[config.mk]
export PLATFORM = sky130hd
export DESIGN_NAME = cpu_clock_ctrl
export DESIGN_NICKNAME = d
export VERILOG_FILES = /design/src/rtl/clock_pkg.sv /design/src/rtl/button_debouncer.sv /design/src/rtl/cpu_clock_ctrl.sv
export SDC_FILE = /design/constraint.sdc
export NUM_CORES = 1
export LEC_CHECK = 0
export ABC_AREA = 1
export CAP_MARGIN = 15
export CORE_ASPECT_RATIO = 0.9
export CORE_MARGIN = 2
export CORE_UTILIZATION = 40
export CTS_CLUSTER_SIZE = 40
export DETAILED_ROUTE_END_ITERATION = 12
export PLACE_DENSITY = 0.65
export SLEW_MARGIN = 0
export SYNTH_ARGS = -nofsm -noshare
export SYNTH_HDL_FRONTEND = slang
export SYNTH_SLANG_ARGS = --single-unit
[constraint.sdc]
create_clock -name clk_in -period 2.9 [get_ports clk_in]
set_clock_uncertainty 0.2 [all_clocks]
set_input_delay 0.87 -clock clk_in [delete_from_list [all_inputs] [get_ports clk_in]]
set_output_delay 0.87 -clock clk_in [all_outputs]
set_load 0.005 [all_outputs]
[src/rtl/clock_pkg.sv]
// clock_pkg: state and mode encodings shared by the CPU clock controller
package clock_pkg;
    typedef enum logic [1:0] {
        ST_RUN    = 2'd0,
        ST_STEP   = 2'd1,
        ST_HALTED = 2'd2
    } state_t;
    localparam logic MODE_RUN  = 1'b0;
    localparam logic MODE_STEP = 1'b1;
endpackage

[src/rtl/button_debouncer.sv]
// button_debouncer: accepts a new button level only after it has disagreed with the current one for DEBOUNCE_CYCLES cycles
module button_debouncer
    import clock_pkg::*;
#(
    parameter int DEBOUNCE_CYCLES = 1000
) (
    input  logic clk_in,
    input  logic rst_n,
    input  logic btn_sync,
    output logic level,
    output logic rise
);
    localparam int CW = $clog2(DEBOUNCE_CYCLES + 1);
    localparam logic [CW-1:0] CNT_MAX = CW'(DEBOUNCE_CYCLES - 1);
    logic [CW-1:0] cnt;
    logic level_q;
    // count consecutive disagreeing cycles; any agreeing cycle restarts the count
    always_ff @(posedge clk_in or negedge rst_n) begin
        if (!rst_n) begin
            cnt   <= '0;
            level <= 1'b0;
        end else if (btn_sync == level) begin
            cnt <= '0;
        end else if (cnt == CNT_MAX) begin
            level <= btn_sync;
            cnt   <= '0;
        end else begin
            cnt <= cnt + 1'b1;
        end
    end
    // previous accepted level for rising-edge detection
    always_ff @(posedge clk_in or negedge rst_n) begin
        if (!rst_n) level_q <= 1'b0;
        else        level_q <= level;
    end
    assign rise = level & ~level_q;
endmodule

[src/rtl/cpu_clock_ctrl.sv]
// cpu_clock_ctrl: turns the divided tick or a debounced step button into a single-cycle CPU clock enable
module cpu_clock_ctrl
    import clock_pkg::*;
#(
    parameter int DEBOUNCE_CYCLES = 1000,
    parameter int CLK_HIGH_CYCLES = 4
) (
    input  logic clk_in,
    input  logic rst_n,
    input  logic tick,
    input  logic step_btn,
    input  logic mode,
    input  logic hlt,
    output logic cpu_clk_en,
    output logic cpu_clk,
    output logic halted
);
    localparam int HW = $clog2(CLK_HIGH_CYCLES + 1);
    localparam logic [HW-1:0] HIGH_LOAD = HW'(CLK_HIGH_CYCLES - 1);
    logic [1:0] tick_s;
    logic [1:0] btn_s;
    logic [1:0] mode_s;
    logic tick_prev;
    logic run_edge;
    logic step_edge;
    logic unused_level;
    logic en_nx;
    logic [HW-1:0] high_cnt;
    state_t state;
    state_t state_nx;
    // two-flop synchronizers for the asynchronous inputs, plus tick history for edge detection
    always_ff @(posedge clk_in or negedge rst_n) begin
        if (!rst_n) begin
            tick_s    <= '0;
            btn_s     <= '0;
            mode_s    <= '0;
            tick_prev <= 1'b0;
        end else begin
            tick_s    <= {tick_s[0], tick};
            btn_s     <= {btn_s[0], step_btn};
            mode_s    <= {mode_s[0], mode};
            tick_prev <= tick_s[1];
        end
    end
    assign run_edge = tick_s[1] & ~tick_prev;
    button_debouncer #(.DEBOUNCE_CYCLES(DEBOUNCE_CYCLES)) u_debouncer (
        .clk_in   (clk_in),
        .rst_n    (rst_n),
        .btn_sync (btn_s[1]),
        .level    (unused_level),
        .rise     (step_edge)
    );
    // state, enable pulse and halt flag registers
    always_ff @(posedge clk_in or negedge rst_n) begin
        if (!rst_n) begin
            state      <= ST_RUN;
            cpu_clk_en <= 1'b0;
            halted     <= 1'b0;
        end else begin
            state      <= state_nx;
            cpu_clk_en <= en_nx;
            halted     <= state_nx == ST_HALTED;
        end
    end
    // next state and next enable; halting lets the current pulse stand but issues no more
    always_comb begin
        state_nx = state;
        en_nx    = 1'b0;
        case (state)
            ST_RUN: begin
                en_nx = run_edge & ~cpu_clk_en;
                if (cpu_clk_en && hlt)        state_nx = ST_HALTED;
                else if (mode_s[1] == MODE_STEP) state_nx = ST_STEP;
            end
            ST_STEP: begin
                en_nx = step_edge & ~cpu_clk_en;
                if (cpu_clk_en && hlt)       state_nx = ST_HALTED;
                else if (mode_s[1] == MODE_RUN) state_nx = ST_RUN;
            end
            ST_HALTED: state_nx = ST_HALTED;
            default:   state_nx = ST_RUN;
        endcase
        if (state_nx == ST_HALTED) en_nx = 1'b0;
    end
    // stretch each enable pulse to CLK_HIGH_CYCLES cycles for the LED; a new pulse reloads
    always_ff @(posedge clk_in or negedge rst_n) begin
        if (!rst_n)              high_cnt <= '0;
        else if (cpu_clk_en)     high_cnt <= HIGH_LOAD;
        else if (high_cnt != '0) high_cnt <= high_cnt - 1'b1;
    end
    assign cpu_clk = cpu_clk_en | (high_cnt != '0);
endmodule

Yosys cells after proc, flatten, opt, wreduce, memory -nomap -nowiden
Cells that the tools add are included.
Word-level totals
  register bits: 26
  bits in latches: 0
  bits in writable memories: 0
  ROM bits: 0
  input bits: 6
  output and inout bits: 3
  word-level logic and storage cells: 43
  memories: 0
Cells by class
  $add $sub $neg: 2
  multipliers: 0
  div/mod/pow operators: 0
  magnitude comparators: 0
  equality and inequality tests: 5
  shifts and indexed selects: 0
  multiplexer cells: 11
  bitwise logic cells: 9
  reductions and logical operators: 5
Operators with widths (count)
  2-to-1 mux 10 bit: 2
  adder 10 x 1 -> 10 bit, second input constant: 1
  equality test 10 bit, second input constant: 1
  2-to-1 mux 2 bit: 4
  2-to-1 mux 3 bit: 2
  case mux 2 bit (3 select lines): 1
  AND 1 bit: 4
  equality test 2 bit, second input constant: 2
  inverter 1 bit: 4
  nonzero test 3 bit: 1
  subtractor 3 x 1 -> 3 bit, second input constant: 1
  equality test 2 x 1 -> 1 bit, second input constant: 1
  zero test 2 bit: 1
  case mux 1 bit (2 select lines): 1
  AND reduction 2 bit: 1
  nonzero test 2 bit: 1
  equality test 1 bit: 1
  logical AND 1 bit: 1
  2-to-1 mux 1 bit: 1
  OR 1 bit: 1

Logic depth before layout (Yosys ltp)
Gate-level depths: netlist of the first run.
  depth in word-level cells: 5
  gate-level depth with buffers: 9

Modules after synthesis
A second synthesis of the first run with hierarchy kept.
Second synthesis, totals
  cells, all modules: 112
  area, all modules: 1116.1 sq um
By module, submodules not included
  button_debouncer: times used 1, cells each 65, area an instance 599.3 sq um, seq. area each 300.3 sq um
  cpu_clock_ctrl: times used 1, cells each 47, area an instance 516.7 sq um, seq. area each 350.3 sq um

Least setup slack after synthesis of the first run
Ideal clock, no wire load.
  kind: flip-flop to output port
  from: register high_cnt[0]
  to: output port cpu_clk
  arrival: 0.960 ns
  data required time: 1.830 ns
  slack: 0.870 ns
  stages on the path, launching flop included: 8
  cell sequence: dfrtp_1 > inv_1 > ha_1 > inv_1 > nor2_1 > inv_1 > nor2_1 > inv_1
On the way
  longest elaborated chain between the ends: 2
Ends and longest elaborated chain
  from (decl): RTL line cpu_clock_ctrl.sv:28  | logic [HW-1:0] high_cnt;
  from (signal assigned): RTL line cpu_clock_ctrl.sv:89  | else if (high_cnt != '0) high_cnt <= high_cnt - 1'b1;
  nonzero test 3 bit: RTL line cpu_clock_ctrl.sv:91  | assign cpu_clk = cpu_clk_en | (high_cnt != '0);
  OR 1 bit: RTL line cpu_clock_ctrl.sv:91
  to (decl): RTL line cpu_clock_ctrl.sv:15  | output logic cpu_clk,
No other way between the ends.

Final worst setup path of the first run
Same ends and word-level chain as after synthesis.

==> results.sh, run 1 <==
export IMPL_status="finished, final reports clean"
export IMPL_cts_buffers_inserted=3
export IMPL_tightest_slew_ps=318
export IMPL_max_freq_ghz=0.386
export IMPL_ys_seq_area_share_pct=60.3
export IMPL_crit_buf_inv=5
export IMPL_grt_pass1_vias=719
export IMPL_clkSinkCount=26
export IMPL_slowest_stage="dfrtp_1"
export IMPL_grt_max_degree=27
export IMPL_yosys_warnings=0
export IMPL_p_int_mw=0.660
export IMPL_timing_rr_start="u_debouncer.cnt[0]$_DFF_PN0_"
export IMPL_antenna_found_initial=0
export IMPL_cts_root_buf="clkbuf_4"
export IMPL_seqPwrFrac_pct=49.7
export IMPL_dr_total_vias=739
export IMPL_rows=17
export IMPL_synth_distinct_cells=20
export IMPL_grt_overflow_total=0
export IMPL_drc=0
export IMPL_vias_per_cell=4.71
export IMPL_drv_cap=0
export IMPL_syn_area_per_cell_um2=9.64
export IMPL_die_x_um=58.8
export IMPL_pwr_share_comb_pct=22.9
export IMPL_final_instance_count_excl_fill=157
export IMPL_min_period_ps=2590
export IMPL_maxSlewViolCount=0
export IMPL_synthCells=112
export IMPL_drtIter0Drc=6
export IMPL_required_ps=1830
export IMPL_path_clk_slew_ps=140
export IMPL_min_from="tick_s[0]$_DFF_PN0_"
export IMPL_place_inst=149
export IMPL_fin_util_pct=51.5
export IMPL_avgRoutedWirePerCell_um=10.4
export IMPL_dp_hpwl_um=1200
export IMPL_p_per_area_mw_per_mm2=687
export IMPL_rsz0062_at_grt="false"
export IMPL_setup_viol=0
export IMPL_hold_path_class="register to register"
export IMPL_dieArea_mm2=0.00313
export IMPL_syn_num_nets=121
export IMPL_dr_pass1_iters=4
export IMPL_detail_route_antenna_nets=0
export IMPL_htree_levels=1
export IMPL_ctsHoldBuffers=0
export IMPL_num_io_pins=9
export IMPL_power_leakage_nw=0.651
export IMPL_arrival_ps=1520
export IMPL_area_growth_pct=19.7
export IMPL_startpoint="high_cnt[0]$_DFFE_PN0P_"
export IMPL_clk_latency_ps=320
export IMPL_final_cell_mix="26 x dfrtp_1, 21 x nor2_1, 17 x inv_1"
export IMPL_layout_setup_ws_ps=311
export IMPL_portBuffers=8
export IMPL_relSlewSlack_pct=78.8
export IMPL_nets=139
export IMPL_worstPathMaxFanout=3
export IMPL_vdd_drop_max_mv=0.400
export IMPL_place_ws_ps=323
export IMPL_diodes=0
export IMPL_clockPowerShare_pct=27.4
export IMPL_finalHoldViolCount=0
export IMPL_drive_gt1_share_pct=12.4
export IMPL_cts_tree="done"
export IMPL_grt_pass1_wl_um=2980
export IMPL_p_sw_mw=0.228
export IMPL_period_share_pct=89.3
export IMPL_crit_top_cell="inv_1"
export IMPL_finalWeightedCongestion=0.769
export IMPL_netlist_area_mm2=0.00108
export IMPL_cts_max_path_buffers=2
export IMPL_start_util_pct=43.0
export IMPL_die_h_um=53.3
export IMPL_cp_top_family="flip-flops"
export IMPL_critPathCaptureType="output port"
export IMPL_track_usage_pct=13.1
export IMPL_coreArea_mm2=0.00251
export IMPL_setup_tns_ps=0
export IMPL_max_stage_delay_ps=420
export IMPL_crit_chain="inv_2 > ha_1 > inv_1 > nor2_2 > inv_1 > nor2_2 > inv_1 > dlymetal6s2s_1"
export IMPL_cp_start_kind="register"
export IMPL_drt_total_wl_um=1640
export IMPL_ys_ff_latch=26
export IMPL_path_class="register to output port"
export IMPL_switching_share_pct=25.7
export IMPL_layout_commonest_cell="dfrtp_1"
[synthesized netlist by cell type, drive strengths merged]
library cell  instances  area, µm²
a21o                  1       7.51
nand3b                1       7.51
a211oi                1       7.51
ha                    3       37.5
xnor2                 2       17.5
nor2                 23       86.3
nand3                 8       40.0
dfrtp                26        651
nand4                 1       6.26
a31oi                 1       6.26
inv                  19       71.3
nor3                  1       5.00
nand2                16       62.6
o21ai                 1       5.00
a22oi                 1       7.51
a21oi                 3       15.0
xor2                  3       33.8
nor3b                 1       12.5
[logic make-up after synthesis]
logic type,Yosys count,share of synthesized area [%]
AND/OR/NAND/NOR,51,20.4
buffers and inverters,19,6.61
flip-flops,26,60.3
adder cells (fa/ha/maj),3,3.48
XOR/XNOR,5,4.75
AO/OA/AOI/OAI,8,4.52
[power groups by stage]
stage	registers, mW	logic [mW]	clock network (mW)
3_3_place_gp	0.444	0.155	0
5_1_grt	0.447	0.235	0.264
3_5_place_dp	0.448	0.164	0
2_1_floorplan	0.441	0.101	0
4_1_cts	0.439	0.183	0.250
6_report	0.442	0.204	0.243
[metrics by stage]
stage               hold WS [ps]  total power, mW  cell area, µm²
floorplan                    131            0.542            1080
global placement             136            0.599            1200
detailed placement           136            0.613            1200
CTS                          167            0.872            1270
global route                 174            0.945            1290
finish                       164            0.888            1290
[what timing repair did]
| item | CTS | global route |
|---|---|---|
| gates resized for setup | 2 | 3 |
| setup endpoints to repair | 1 | 1 |
| pin swaps | 0 | 2 |
| buffers inserted | 1 | 3 |
| endpoints found under the hold margin | 0 | 0 |
[registers in the layout (all words and copies together), names as in the netlist]
name                 flops
cpu_clk_en               1
mode_s                   2
high_cnt                 3
tick_s                   2
u_debouncer.cnt         10
tick_prev                1
btn_s                    2
halted                   1
state                    2
u_debouncer.level        1
u_debouncer.level_q      1
[metal layers]
metal / vias to the layer above / global-route usage, % / part of all wire (%)
met5: - / 0 / 0
met4: 0 / 7.95 / 2.3
met3: 4 / 2.93 / 2.9
met2: 8 / 20.2 / 44
met1: 344 / 16.7 / 50
li1: 383 / - / -
[final cells by class]
cell class / instances / area [µm²]
multi-input cells: 67 / 363
flip-flops and latches: 26 / 651
clock buffers: 3 / 22.5
inverters: 19 / 71.3
repair buffers: 13 / 120
clock inverters: 1 / 30.0
fillers: 224 / 1220
well taps: 28 / 35.0
[worst paths after layout]
path                                                  to  slack [ps]  cells past startpoint
min                                  tick_s[1]$_DFF_PN0_         160                      0
max in group asynchronous  u_debouncer.level_q$_DFF_PN0_        1560                      2
min reg2reg                          tick_s[1]$_DFF_PN0_         160                      0
max                                              cpu_clk         310                      8
max reg2reg                 u_debouncer.cnt[6]$_DFF_PN0_        1350                      6
min in group asynchronous            tick_s[0]$_DFF_PN0_         690                      2
Note: power is estimated with default switching activity, not from simulation.
==> run 2: changes to the inputs <==
--- a/config.mk
+++ b/config.mk
@@ -13,7 +13,7 @@
 export CTS_CLUSTER_SIZE = 40
 export DETAILED_ROUTE_END_ITERATION = 12
 export PLACE_DENSITY = 0.65
-export SLEW_MARGIN = 0
+export REMOVE_ABC_BUFFERS = 1
 export SYNTH_ARGS = -nofsm -noshare
 export SYNTH_HDL_FRONTEND = slang
 export SYNTH_SLANG_ARGS = --single-unit
==> results of run 2 <==
Final layout, timing and power as in run 1 (identical DEF).
==> run 3: changes to the inputs <==
--- a/config.mk
+++ b/config.mk
@@ -12,8 +12,9 @@
 export CORE_UTILIZATION = 40
 export CTS_CLUSTER_SIZE = 40
 export DETAILED_ROUTE_END_ITERATION = 12
-export PLACE_DENSITY = 0.65
+export PLACE_DENSITY = 0.64
 export REMOVE_ABC_BUFFERS = 1
 export SYNTH_ARGS = -nofsm -noshare
 export SYNTH_HDL_FRONTEND = slang
+export SYNTH_HIERARCHICAL = 1
 export SYNTH_SLANG_ARGS = --single-unit
==> run 3 against run 2 <==
Non-clock buffer count shrank 4; sequential share of layout area is essentially flat; flip-flop and latch count is the same; final cell count shrank 1.3%; highest routed layer unchanged; synthesized cell count is the same; die area grew 3.1%; largest power group unchanged; combinational power grew 3%.
==> results.sh, run 3 <==
export IMPL_crit_chain="inv_1 > ha_1 > nand3_4 > clkdlybuf4s50_1"
export IMPL_synth_simple_area_share_pct=26.3
export IMPL_r2r_setup_slack_ps=1360
export IMPL_slowest_stage="clkdlybuf4s50_1"
export IMPL_drive_gt1_share_pct=15.2
export IMPL_cp_top_family="buffers and inverters"
export IMPL_ctsHoldBuffers=0
export IMPL_grt_pass1_vias=719
export IMPL_synth_xor_area_share_pct=3.92
export IMPL_synth_most_common_cell="dfrtp_1"
export IMPL_max_freq_ghz=0.369
export IMPL_synthFlopType="dfrtp_1"
export IMPL_drc=0
export IMPL_max_stage_delay_ps=500
export IMPL_top_register="u_debouncer/cnt"
export IMPL_relSlewSlack_pct=78.6
export IMPL_crit_buf_inv=2
export IMPL_antenna_found_initial=0
export IMPL_r2r_cells=6
export IMPL_period_share_pct=93.5
export IMPL_grt_pass1_wl_um=2970
export IMPL_clkSinkCount=26
export IMPL_arrival_ps=1640
export IMPL_dr_total_vias=730
export IMPL_syn_area_per_cell_um2=9.96
export IMPL_netlist_area_mm2=0.00112
export IMPL_synthTopCellsByArea="dfrtp_1 58%, nor2_1 6.7%, nand2_1 6.4%"
export IMPL_detail_route_antenna_nets=0
export IMPL_setup_viol=0
export IMPL_timing_rr_start="u_debouncer/cnt[0]$_DFF_PN0_"
export IMPL_dp_hpwl_um=1170
export IMPL_power_leakage_nw=0.596
export IMPL_hold_depth=0
export IMPL_synth_compound_area_share_pct=2.69
export IMPL_coreArea_mm2=0.00270
export IMPL_rows=18
export IMPL_cts_max_path_buffers=2
export IMPL_final_instance_count_excl_fill=155
export IMPL_async_flop_share_pct=100
export IMPL_avgRoutedWirePerCell_um=10.2
export IMPL_place_ws_ps=550
export IMPL_yosys_warnings=6
export IMPL_tightest_slew_ps=321
export IMPL_vdd_drop_max_mv=0.261
export IMPL_reg2reg_to="u_debouncer/cnt[8]$_DFF_PN0_"
export IMPL_vias_per_cell=4.71
export IMPL_min_period_ps=2710
export IMPL_required_ps=1830
export IMPL_post_cts_setup_buffers=0
export IMPL_clk_latency_ps=320
export IMPL_wirelength_met1_um=729
export IMPL_layout_commonest_cell="dfrtp_1"
export IMPL_pwr_share_comb_pct=23.5
export IMPL_dieArea_mm2=0.00323
export IMPL_ys_ff_latch=26
export IMPL_ys_seq_area_share_pct=58.3
export IMPL_layout_setup_ws_ps=189
export IMPL_start_util_pct=41.3
export IMPL_grt_max_degree=27
export IMPL_portBuffers=8
export IMPL_drt_total_wl_um=1590
export IMPL_cts_tree="done"
export IMPL_p_int_mw=0.646
export IMPL_area_growth_pct=15.9
export IMPL_setup_tns_ps=0
export IMPL_netlist_top_cells_count="26 x dfrtp_1, 20 x nor2_1, 19 x nand2_1"
export IMPL_cts_buffers_inserted=3
export IMPL_cts_root_buf="clkbuf_4"
export IMPL_synth_mux_area_share_pct=0
export IMPL_post_synth_fa_ha_maj_area_fraction_pct=3.36
export IMPL_synth_distinct_cells=20
export IMPL_die_h_um=54.1
export IMPL_p_per_area_mw_per_mm2=690
export IMPL_maxSlewViolCount=0
export IMPL_path_clk_slew_ps=140
export IMPL_final_cell_mix="26 x dfrtp_1, 20 x nor2_1, 19 x nand2_1"
export IMPL_finalWeightedCongestion=0.727
export IMPL_path_class="register to output port"
export IMPL_synth_edf_count=0
export IMPL_synth_top_family_by_area="simple AND/OR/NAND/NOR gates"
export IMPL_nets=135
export IMPL_p_sw_mw=0.247
export IMPL_num_io_pins=9
export IMPL_route_met2_wl_um=780
export IMPL_status="finished, final reports clean"
export IMPL_rsz0062_at_grt="false"
export IMPL_drtIter0Drc=10
export IMPL_seqPwrFrac_pct=49.0
export IMPL_hold_path_class="register to register"
export IMPL_yosys_area_top_type_share_pct=58.3
export IMPL_htree_levels=1
export IMPL_top_layer_used="met4"
export IMPL_dr_pass1_iters=4
export IMPL_cp_depth=4
export IMPL_die_x_um=59.7
export IMPL_grt_overflow_total=0
export IMPL_finalHoldViolCount=0
export IMPL_hold_end="btn_s[1]$_DFF_PN0_"
export IMPL_min_from="btn_s[0]$_DFF_PN0_"
export IMPL_wl_met3_um=52
export IMPL_top_regs="u_debouncer/cnt x10, high_cnt x3"
export IMPL_cts_resized=0
export IMPL_switching_share_pct=27.7
export IMPL_synthCells=112
export IMPL_yosysTopAreaCell="dfrtp_1"
export IMPL_place_inst=151
export IMPL_largest_reg_flops=10
export IMPL_track_usage_pct=12.5
export IMPL_clockPowerShare_pct=27.5
export IMPL_worstPathMaxFanout=4
export IMPL_cp_start_kind="register"
export IMPL_diodes=0
export IMPL_drv_cap=0
export IMPL_critPathCaptureType="output port"
## run 3: changes by cell type after synthesis, sizes merged, moves of 2 or more
| cell | delta |
|---|---|
| nand2 | +5 |
| inv | -4 |
| a21oi | +2 |
| xnor2 | +2 |
| xor2 | -2 |
## run 3: power groups by stage
stage	Clock (mW)	Sequential (mW)	Combinational, mW
after floorplan	0	0.444	0.140
after global routing	0.267	0.446	0.244
after CTS	0.253	0.439	0.214
after global placement	0	0.444	0.200
after detailed placement	0	0.446	0.212
final	0.246	0.438	0.210
## run 3: routing by layer
| layer | vias up | track usage, % |
|---|---|---|
| li1 | 370 | - |
| met1 | 345 | 16.4 |
| met2 | 11 | 19.9 |
| met3 | 4 | 2.16 |
| met4 | 0 | 6.67 |
| met5 | - | 0 |
## run 3: layout make-up
type	instances	area, µm²
Clock buffer	3	22.5
Tap cell	30	37.5
Clock inverter	1	30.0
Timing Repair Buffer	9	87.6
Sequential cell	26	651
Multi-Input combinational cell	70	405
Inverter	16	60.1
Fill cell	263	1410
## run 3: cell families after synthesis
group | count (synthesis)
XOR/XNOR | 5
flip-flops | 26
AO/OA/AOI/OAI | 6
buffers and inverters | 16
AND/OR/NAND/NOR | 56
adder cells (fa/ha/maj) | 3
## run 3: how the worst max path moves through the flow
| stage | startpoint | end | slack [ps] |
|---|---|---|---|
| 2_1_floorplan | high_cnt[0]$_DFFE_PN0P_ | cpu_clk | 1080 |
| 4_1_cts | high_cnt[0]$_DFFE_PN0P_ | cpu_clk | 170 |
| 5_1_grt | high_cnt[0]$_DFFE_PN0P_ | cpu_clk | 80 |
| 3_3_place_gp | high_cnt[0]$_DFFE_PN0P_ | cpu_clk | 590 |
| 3_5_place_dp | high_cnt[0]$_DFFE_PN0P_ | cpu_clk | 550 |
| 6_report | high_cnt[0]$_DFFE_PN0P_ | cpu_clk | 190 |
## run 3: per-stage QoR
stage / area, µm² / total power, mW / utilization (%) / hold slack, ps
finish: 1290 / 0.893 / 47.9 / 168
global route: 1290 / 0.957 / 47.9 / 176
CTS: 1290 / 0.906 / 47.9 / 167
detailed placement: 1240 / 0.658 / 45.9 / 137
global placement: 1240 / 0.644 / 45.9 / 133
floorplan: 1120 / 0.583 / - / 131
